===== src/rtl/uart_ram_loader.sv =====
// Packs UART bytes little-endian into 32-bit words and writes them to RAM port 2
// at an auto-incrementing word address; stalled partial words time out.
module uart_ram_loader #(
  parameter int ADDR_WIDTH     = 12,
  parameter int TIMEOUT_CYCLES = 65536,
  parameter int CNT_WIDTH      = 16
) (
  input  logic                  clock,
  input  logic                  reset,
  input  logic                  byte_valid,
  input  logic [7:0]            byte_data,
  input  logic                  set_addr,
  input  logic [ADDR_WIDTH-1:0] start_addr,
  output logic                  ram_we,
  output logic [ADDR_WIDTH-1:0] ram_addr,
  output logic [31:0]           ram_data,
  output logic                  busy,
  output logic                  err_timeout,
  output logic                  wrapped,
  output logic [CNT_WIDTH-1:0]  words_written
);

  localparam int IDLE_W = $clog2(TIMEOUT_CYCLES + 1);
  localparam logic [IDLE_W-1:0] IDLE_LAST = IDLE_W'(TIMEOUT_CYCLES - 1);

  logic [1:0]        lane;
  logic [31:0]       asm_word;
  logic [IDLE_W-1:0] idle_cnt;

  function automatic logic [CNT_WIDTH-1:0] sat_inc(input logic [CNT_WIDTH-1:0] v);
    return (&v) ? v : v + 1'b1;
  endfunction

  function automatic logic [31:0] insert_byte(input logic [31:0] w, input logic [1:0] k,
                                              input logic [7:0] b);
    logic [31:0] r;
    r = w;
    r[{k, 3'b000} +: 8] = b;
    return r;
  endfunction

  // Stage 0: byte assembly, idle timeout and word hand-off into ram_data
  always_ff @(posedge clock or posedge reset) begin
    if (reset) begin
      lane        <= 2'd0;
      asm_word    <= '0;
      idle_cnt    <= '0;
      ram_we      <= 1'b0;
      ram_data    <= '0;
      err_timeout <= 1'b0;
    end else begin
      ram_we <= 1'b0;
      if (set_addr) begin
        // A byte arriving with set_addr starts the new stream in lane 0
        lane        <= byte_valid ? 2'd1 : 2'd0;
        asm_word    <= byte_valid ? {24'd0, byte_data} : 32'd0;
        idle_cnt    <= '0;
        err_timeout <= 1'b0;
      end else if (byte_valid) begin
        idle_cnt <= '0;
        lane     <= lane + 2'd1;
        if (lane == 2'd3) begin
          ram_data <= insert_byte(asm_word, lane, byte_data);
          ram_we   <= 1'b1;
          asm_word <= '0;
        end else begin
          asm_word <= insert_byte(asm_word, lane, byte_data);
        end
      end else if (lane != 2'd0) begin
        if (idle_cnt == IDLE_LAST) begin
          lane        <= 2'd0;
          asm_word    <= '0;
          idle_cnt    <= '0;
          err_timeout <= 1'b1;
        end else begin
          idle_cnt <= idle_cnt + 1'b1;
        end
      end
    end
  end

  // Stage 1: address advance and bookkeeping after each write pulse
  always_ff @(posedge clock or posedge reset) begin
    if (reset) begin
      ram_addr      <= '0;
      words_written <= '0;
      wrapped       <= 1'b0;
    end else if (set_addr) begin
      ram_addr      <= start_addr;
      words_written <= '0;
      wrapped       <= 1'b0;
    end else if (ram_we) begin
      ram_addr      <= ram_addr + 1'b1;
      words_written <= sat_inc(words_written);
      if (&ram_addr) wrapped <= 1'b1;
    end
  end

  assign busy = (lane != 2'd0) || ram_we;

endmodule


===== config.mk =====
export PLATFORM = sky130hd
export DESIGN_NAME = uart_ram_loader
export DESIGN_NICKNAME = d
export VERILOG_FILES = /design/src/rtl/uart_ram_loader.sv
export SDC_FILE = /design/constraint.sdc
export NUM_CORES = 1
export LEC_CHECK = 0
export BUFFER_PORTS_ARGS = -buffer_cell sky130_fd_sc_hd__buf_2
export CAP_MARGIN = 20
export CORE_MARGIN = 5
export CORE_UTILIZATION = 48
export DETAILED_ROUTE_END_ITERATION = 6
export HOLD_SLACK_MARGIN = 0.02
export PLACE_DENSITY = 0.77
export REMOVE_ABC_BUFFERS = 1
export SYNTH_ARGS = -nofsm -noshare
export SYNTH_HDL_FRONTEND = slang
export SYNTH_SLANG_ARGS = --single-unit

===== constraint.sdc =====
create_clock -name clock -period 3.5 [get_ports clock]
set_input_delay 0.35 -clock clock [delete_from_list [all_inputs] [get_ports clock]]
set_output_delay 0.35 -clock clock [all_outputs]
set_load 0.01 [all_outputs]

* Word-level counts from Yosys, hierarchy flattened
Cells that the tools add are included.
** Word-level totals
- Bits in registers :: 114
- Bits in latches :: 0
- Memory bits (writable) :: 0
- Bits in read-only memories :: 0
- Output and inout port bits :: 64
- Logic and storage cells :: 67
- Memories kept :: 0
** Cells by class
- Add/sub/neg operators :: 5
- $mul :: 0
- Divide/modulo/power cells :: 0
- $lt $le $gt $ge :: 0
- Equality and inequality tests :: 4
- Shift operators :: 2
- Multiplexer cells :: 31
- Bitwise operators :: 1
- Reductions and logical operators :: 15
** Operators with widths (number)
- $mux W32 :: 5
- $mux W17 :: 4
- $mux W16 :: 3
- $bwmux W32 :: 1
- $shift A8 B7 Y32 const A :: 1
- $shiftx A8 B7 Y32 :: 1
- $mux W12 :: 2
- $add A17 B1 Y17 const B :: 1
- $eq A17 B16 Y1 const B :: 1
- $add A16 B1 Y16 const B :: 1
- $reduce_and A16 Y1 :: 1
- $add A12 B1 Y12 const B :: 1
- $reduce_and A12 Y1 :: 1
- $mux W1 :: 11
- $reduce_bool A2 Y1 :: 5
- $mux W2 :: 4
- $mux W8 :: 1
- $neg A5 Y7 :: 1
- $reduce_and A2 Y1 :: 3
- $reduce_and A3 Y1 :: 2
- $reduce_bool A3 Y1 :: 2
- $add A2 B1 Y2 const B :: 1
- $eq A2 B2 Y1 const B :: 1
- $ne A2 B1 Y1 const B :: 1
- other kinds (3) :: 3

* Logic depth before layout (Yosys ltp)
Gate-level depths: netlist of run 1.
- Depth after elaboration :: 6
- Depth in mapped cells :: 8
- Mapped depth without buffers :: 6

* Worst setup path after synthesis of run 1
No wires, ideal clock.
- Path type :: register to register
- From :: register lane[0]
- To :: register asm_word[16]
- Setup time :: 122 ps
- Data arrival time :: 1974 ps
- Required time :: 3378 ps
- Setup slack :: 1404 ps
- Stages on the path, launching flop included :: 9
- Path buffers :: 2
- Period minus slack after synthesis :: 2096 ps
- Cell sequence :: dfrtp_1 -> inv_1 -> ha_1 -> clkbuf_1 -> and3b_1 -> o21ai_0 -> or3_1 -> buf_2 -> a32o_1
** Between the ends
- Word-level cells in the longest chain between the ends :: 6
- Elaborated cells between the ends (all ways) :: 11
- Those cells by class :: add/sub (1); eq/ne (1); shift (2); mux (4); reduce/logical (3)
** RTL lines
- from (decl) :: RTL line 26 : logic [1:0] lane;
- from (signal assigned) :: RTL line 55 : lane <= byte_valid ? 2'd1 : 2'd0;
- from (signal assigned) :: RTL line 61 : lane <= lane + 2'd1;
- $neg A5 Y7 :: RTL line 38 : r[{k, 3'b000} +: 8] = b;
- $shiftx A8 B7 Y32 / $shift A8 B7 Y32 (equally long branches) :: RTL line 38
- $bwmux W32 :: RTL line 38
- $mux W32 :: RTL line 62 : if (lane == 2'd3) begin
- $mux W32 :: RTL line 59 : end else if (byte_valid) begin
- $mux W32 :: RTL line 53 : if (set_addr) begin
- to (signal assigned) :: RTL line 56 : asm_word <= byte_valid ? {24'd0, byte_data} : 32'd0;
- to (signal assigned) :: RTL line 67 : asm_word <= insert_byte(asm_word, lane, byte_data);
- to (decl) :: RTL line 27 : logic [31:0] asm_word;
Several ways; a longest one is shown, not always the timed one.
A chain may end at the register's enable or synchronous reset.

* Worst setup path in the final report of run 1
- From :: register lane[0]
- To :: register asm_word[27]
Same word-level chain as after synthesis.

==> flow_summary.json, run 1 <==
{
  "dieHeight_microns": 119.5,
  "hold_buffers": 0,
  "layout_common_cells": "dfrtp_1 (114), buf_2 (87), nand2_1 (78)",
  "diodes": 0,
  "slowest_delay_ns": 0.61,
  "finalNetCount": 707,
  "fin_skew_ns": 0.007215,
  "mostFrequentLayoutCell": "dfrtp_1",
  "start_kind": "flip-flop",
  "async_reset_ff_frac": 1.000,
  "pwr-share-comb": 0.082,
  "worst_pin_slew_ns": 0.9674,
  "grt_pass1_vias": 5057,
  "drc": 0,
  "crit_required_ns": 3.80,
  "synth.yosys.seq_area_share": 0.4954,
  "final_area_sq_mm": 0.006950,
  "synth-edff-count": 0,
  "cts_buffer_depth": 2,
  "clk_pin_slew_ns": 0.05,
  "fin_tns_setup_ns": 0,
  "grt_start_max_net_pins": 81,
  "yosysTopAreaCell": "dfrtp_1",
  "routabilityCongestion": 0.9173,
  "critPathMaxFanout": 14,
  "synth.distinct_cells": 61,
  "dp_hpwl_mm": 9.976,
  "top_layer": "met4",
  "cts_tree": "done",
  "rsz0062_at_grt": "no",
  "setup_violations": 0,
  "dieArea_sq_mm": 0.01429,
  "h-tree-depth": 4,
  "total_power_uw": 3655,
  "grt_pass1_wl_mm": 25.34,
  "drtIter0Drc": 612,
  "clock_latency_ns": 0.42,
  "routedWlPerCell_microns": 18.10,
  "wl_mm": 15.09,
  "place_ws_ns": 0.8292,
  "synthTopCellsByArea": "dfrtp_1 (50%), o21ai_0 (6.5%), nand2_1 (5.1%)",
  "initial_utilization": 0.4854,
  "numCtsBuffers": 17,
  "final_max_slew_viol_count": 0,
  "grt.total_usage": 0.2176,
  "syn_area_per_cell_sq_um": 9.581,
  "globalRoute.totalOverflow": 0,
  "power_density_mw_per_mm2": 525.8,
  "n_fill_cell": 967,
  "regArea_sq_mm": 0.002853,
  "firstDrtPassIters": 7,
  "power.internal_uw": 2777,
  "end_kind": "flip-flop",
  "hp-class": "input port to flip-flop",
  "port-buffer-count": 87,
  "multi_input_comb_area_sq_mm": 0.002693,
  "slowest_stage": "or4_4",
  "postCtsSetupRepairBufs": 0,
  "synth_top_area_frac": 0.4954,
  "worstPathCellList": "inv_1, ha_1, inv_1, nand3_1, or4_4, a32o_1",
  "yosysWarnings": 0,
  "post-route-min-period_ns": 2.772,
  "ctsResizeCount": 0,
  "power_frac_seq": 0.388,
  "ant_nets": 0,
  "p_clk_frac": 0.530,
  "syn_area_sq_mm": 0.005758,
  "postPlaceCellArea_sq_mm": 0.006254,
  "wl_met1_mm": 6.515,
  "switchingPower_uw": 878.0,
  "clock.fmax_ghz": 0.3608,
  "crit_top_cell": "inv_1",
  "wl_met2_mm": 7.466,
  "cts.sinks": 114,
  "row_count": 40,
  "area_growth_pct": 20.71,
  "fin_crit_sh": 0.7919,
  "wl_met3_microns": 894,
  "maxSlewHeadroom": 0.3501,
  "antenna_found_initial": 0,
  "critPathKind": "flip-flop to flip-flop",
  "p_leak_uw": 0.003163,
  "hold_viol": 0,
  "cap_violations": 0,
  "via_per_inst": 6.070,
  "peakVddDrop_mv": 0.2995,
  "ys.flop_type": "dfrtp_1",
  "pin_count": 88,
  "crit_arrival_ns": 3.07,
  "status": "finished clean",
  "netSwitchingFraction": 0.2403,
  "syn_inst": 601,
  "core_sq_mm": 0.01186,
  "drive_gt1_frac": 0.2111,
  "ys_ff_latch": 114,
  "die_x_microns": 119.5,
  "num_vias": 5062,
  "cts_root_buffer": "clkbuf_16",
  "setup_ws_ns": 0.7284
}
==> kinds of logic after synthesis <==
logic type,after synthesis,synth area share
AOI/OAI and AO/OA,178,0.1936
and+or+nand+nor,225,0.2188
muxes,5,0.009343
adders and majority gates,9,0.01956
DFF,114,0.4954
xor gates and xnor gates,17,0.02586
buffers and inverters,53,0.03738
==> synth_stat cells, types with 8 or more instances <==
cell,instances
a22oi_1,14
nand3_1,12
o21ai_0,75
nand4_1,13
dfrtp_1,114
a32o_1,18
clkbuf_1,30
nor3_1,10
nand2_1,79
inv_1,13
ha_1,9
nor2_1,23
a32oi_1,8
xor2_1,11
nor2b_1,30
a21oi_1,39
==> routing by layer <==
layer	global-route usage	up-vias
met4	0.07015	0
met5	0	-
met1	0.2901	2494
li1	-	2344
met2	0.3510	204
met3	0.05372	20
==> through the flow <==
step	hold WS, ns	std cells	utilization
2_1_floorplan	0.4131	561	-
3_3_place_gp	0.4620	800	0.5272
3_5_place_dp	0.4650	800	0.5272
4_1_cts	0.1367	832	0.5828
5_1_grt	0.1398	834	0.5860
6_report	0.1422	834	0.5860
==> path summary, 6_finish.rpt <==
kind,from,end,slack (ns),cells past startpoint
min,start_addr[10],ram_addr[10],0.14,3
max in group asynchronous,reset,ram_data[10],2.36,4
min reg2reg,ram_data[0],ram_data[0],0.47,2
min in group asynchronous,reset,words_written[7],0.50,3
max,lane[0],asm_word[27],0.73,6
max reg2reg,lane[0],asm_word[27],0.73,6
==> power by group through the flow <==
stage | Clock, uW | Sequential, uW | Combinational (uW)
final | 1940 | 1420 | 299
after global routing | 2030 | 1430 | 332
after CTS | 1950 | 1420 | 295
after detailed placement | 0 | 1440 | 291
after global placement | 0 | 1440 | 280
after floorplan | 0 | 1450 | 145
==> registers in the layout, summed over array words and instances (netlist names) <==
register / count
ram_we: 1
lane: 2
wrapped: 1
asm_word: 32
words_written: 16
err_timeout: 1
idle_cnt: 17
ram_data: 32
ram_addr: 12
==> worst max-delay path, delay by kind of cell (launching register included) <==
kind	cells	cell delay, ns
compound gates	1	0.27
fa+ha+maj	1	0.37
buf+inv	2	0.56
flops	1	0.49
simple gates	2	0.96
==> area by class of cell <==
class | count | area share
Sequential cell | 114 | 0.4104
Multi-Input combinational cell | 434 | 0.3874
Timing Repair Buffer | 94 | 0.07345
Clock buffer | 20 | 0.06571
Clock inverter | 12 | 0.02916
Tap cell | 147 | 0.02646
Inverter | 13 | 0.007381
(Power assumes the default switching activity.)
==> run 2: changes to the inputs <==
==> constraint.sdc (replaced) <==
create_clock -name clock -period 2.4 [get_ports clock]
set_input_delay 0.24 -clock clock [delete_from_list [all_inputs] [get_ports clock]]
set_output_delay 0.24 -clock clock [all_outputs]
set_load 0.01 [all_outputs]
==> flow_summary.json, run 2 (synthesis gave the netlist of run 1 again) <==
{
  "r2r_cells": 5,
  "critPathMaxFanout": 9,
  "globalRoute.totalOverflow": 0,
  "crit_arrival_ns": 2.56,
  "holdCritStartpoint": "start_addr[4]",
  "postCtsSetupRepairBufs": 0,
  "drtIter0Drc": 498,
  "numCtsBuffers": 17,
  "start_kind": "flip-flop",
  "fin_util": 0.5878,
  "cts_buffer_depth": 2,
  "worst_pin_slew_ns": 0.7009,
  "fin_tns_setup_ns": 0,
  "diodes": 0,
  "end_kind": "flip-flop",
  "initial_utilization": 0.4854,
  "drc": 0,
  "port-buffer-count": 87,
  "fin_skew_ns": 0.01085,
  "p_clk_frac": 0.502,
  "ctsResizeCount": 0,
  "power_density_mw_per_mm2": 723.2,
  "row_count": 40,
  "peakVddDrop_mv": 0.4329,
  "critPathKind": "flip-flop to flip-flop",
  "r2r_start": "lane[0]",
  "r2r-end": "asm_word[10]",
  "top_regs": "asm_word: 32 flops, ram_data: 32 flops, idle_cnt: 17 flops",
  "cap_violations": 0,
  "power.internal_uw": 3767,
  "wl_mm": 14.54,
  "status": "finished clean",
  "layout_common_cells": "dfrtp_1 (114), buf_2 (87), nand2_1 (78)",
  "antenna_found_initial": 0,
  "pwr-share-comb": 0.089,
  "final_max_slew_viol_count": 0,
  "rsz0062_at_grt": "no",
  "grt_start_max_net_pins": 53,
  "cts_root_buffer": "clkbuf_16",
  "num_vias": 5116,
  "dp_hpwl_mm": 10.13,
  "mostFrequentLayoutCell": "dfrtp_1",
  "wl_met3_microns": 939,
  "pin_count": 88,
  "post-route-min-period_ns": 2.219,
  "dieHeight_microns": 119.5,
  "wl_met1_mm": 6.332,
  "crit_required_ns": 2.75,
  "drive_gt1_frac": 0.2224,
  "die_x_microns": 119.5,
  "finalNetCount": 717,
  "power_frac_seq": 0.410,
  "hold_viol": 0,
  "grt.total_usage": 0.2098,
  "area_growth_pct": 21.08,
  "routabilityCongestion": 0.8858,
  "clock.fmax_ghz": 0.4506,
  "setup_violations": 0,
  "r2r_slack_ns": 0.18,
  "cts_tree": "done",
  "cts.sinks": 114,
  "firstDrtPassIters": 7,
  "hold_buffers": 2,
  "hold_end": "ram_addr[4]",
  "wl_met2_mm": 7.018,
  "maxSlewHeadroom": 0.5296,
  "hold_path_depth": 3,
  "hp-class": "input port to flip-flop",
  "dieArea_sq_mm": 0.01429,
  "routedWlPerCell_microns": 17.23,
  "p_leak_uw": 0.003178,
  "top_layer": "met4",
  "netSwitchingFraction": 0.2529,
  "switchingPower_uw": 1275,
  "grt_pass1_wl_mm": 24.68,
  "via_per_inst": 6.062,
  "clk_pin_slew_ns": 0.06,
  "n_fill_cell": 945,
  "ant_nets": 0,
  "fin_crit_sh": 0.9248,
  "clock_latency_ns": 0.41,
  "grt_pass1_vias": 5075,
  "core_sq_mm": 0.01186,
  "h-tree-depth": 4
}
## run 2: worst max path at each step
stage               startpoint           end
CTS                    lane[1]  asm_word[10]
finish                 lane[0]  asm_word[10]
global placement       lane[1]  asm_word[27]
floorplan                reset   asm_word[0]
detailed placement     lane[1]  asm_word[10]
global route           lane[1]  asm_word[11]
## run 2: per-stage QoR
| stage | setup slack [ns] | power, uW | hold WS, ns | cells | area [sq um] |
|---|---|---|---|---|---|
| final | 0.1805 | 5042 | 0.03967 | 844 | 6972 |
| after detailed placement | 0.2294 | 2540 | 0.3383 | 810 | 6354 |
| after CTS | 0.2264 | 5071 | 0.02761 | 844 | 6972 |
| after global placement | 0.3419 | 2519 | 0.3262 | 810 | 6354 |
| after floorplan | -0.8557 | 2324 | 0.3031 | 561 | 5592 |
| after global routing | 0.06627 | 5221 | 0.04188 | 844 | 6972 |
## run 2: power groups by stage
stage | Combinational [uW] | Clock [uW] | Sequential [uW]
global route | 499 | 2650 | 2070
global placement | 428 | 0 | 2090
detailed placement | 444 | 0 | 2100
finish | 447 | 2530 | 2060
floorplan | 211 | 0 | 2110
CTS | 448 | 2560 | 2060
## run 2: cell type report
| type | count | area [sq um] | area share |
|---|---|---|---|
| Clock buffer | 20 | 466.7 | 0.06694 |
| Timing Repair Buffer | 104 | 593.1 | 0.08507 |
| Tap cell | 147 | 183.9 | 0.02638 |
| Sequential cell | 114 | 2853 | 0.4092 |
| Clock inverter | 12 | 131.4 | 0.01884 |
| Inverter | 13 | 51.30 | 0.007358 |
| Multi-Input combinational cell | 434 | 2693 | 0.3862 |
## run 2: metal layers
layer / up-vias / global-route usage
li1: 2369 / -
met1: 2521 / 0.2747
met2: 200 / 0.3386
met3: 26 / 0.05090
met4: 0 / 0.07946
met5: - / 0
## run 2: critical path: stages (launching register included)
cell and delay, ns:
dfrtp_1 0.37, buf_4 0.16, ha_1 0.26, or3b_1 0.52, o21ai_0 0.57, a32o_1 0.26
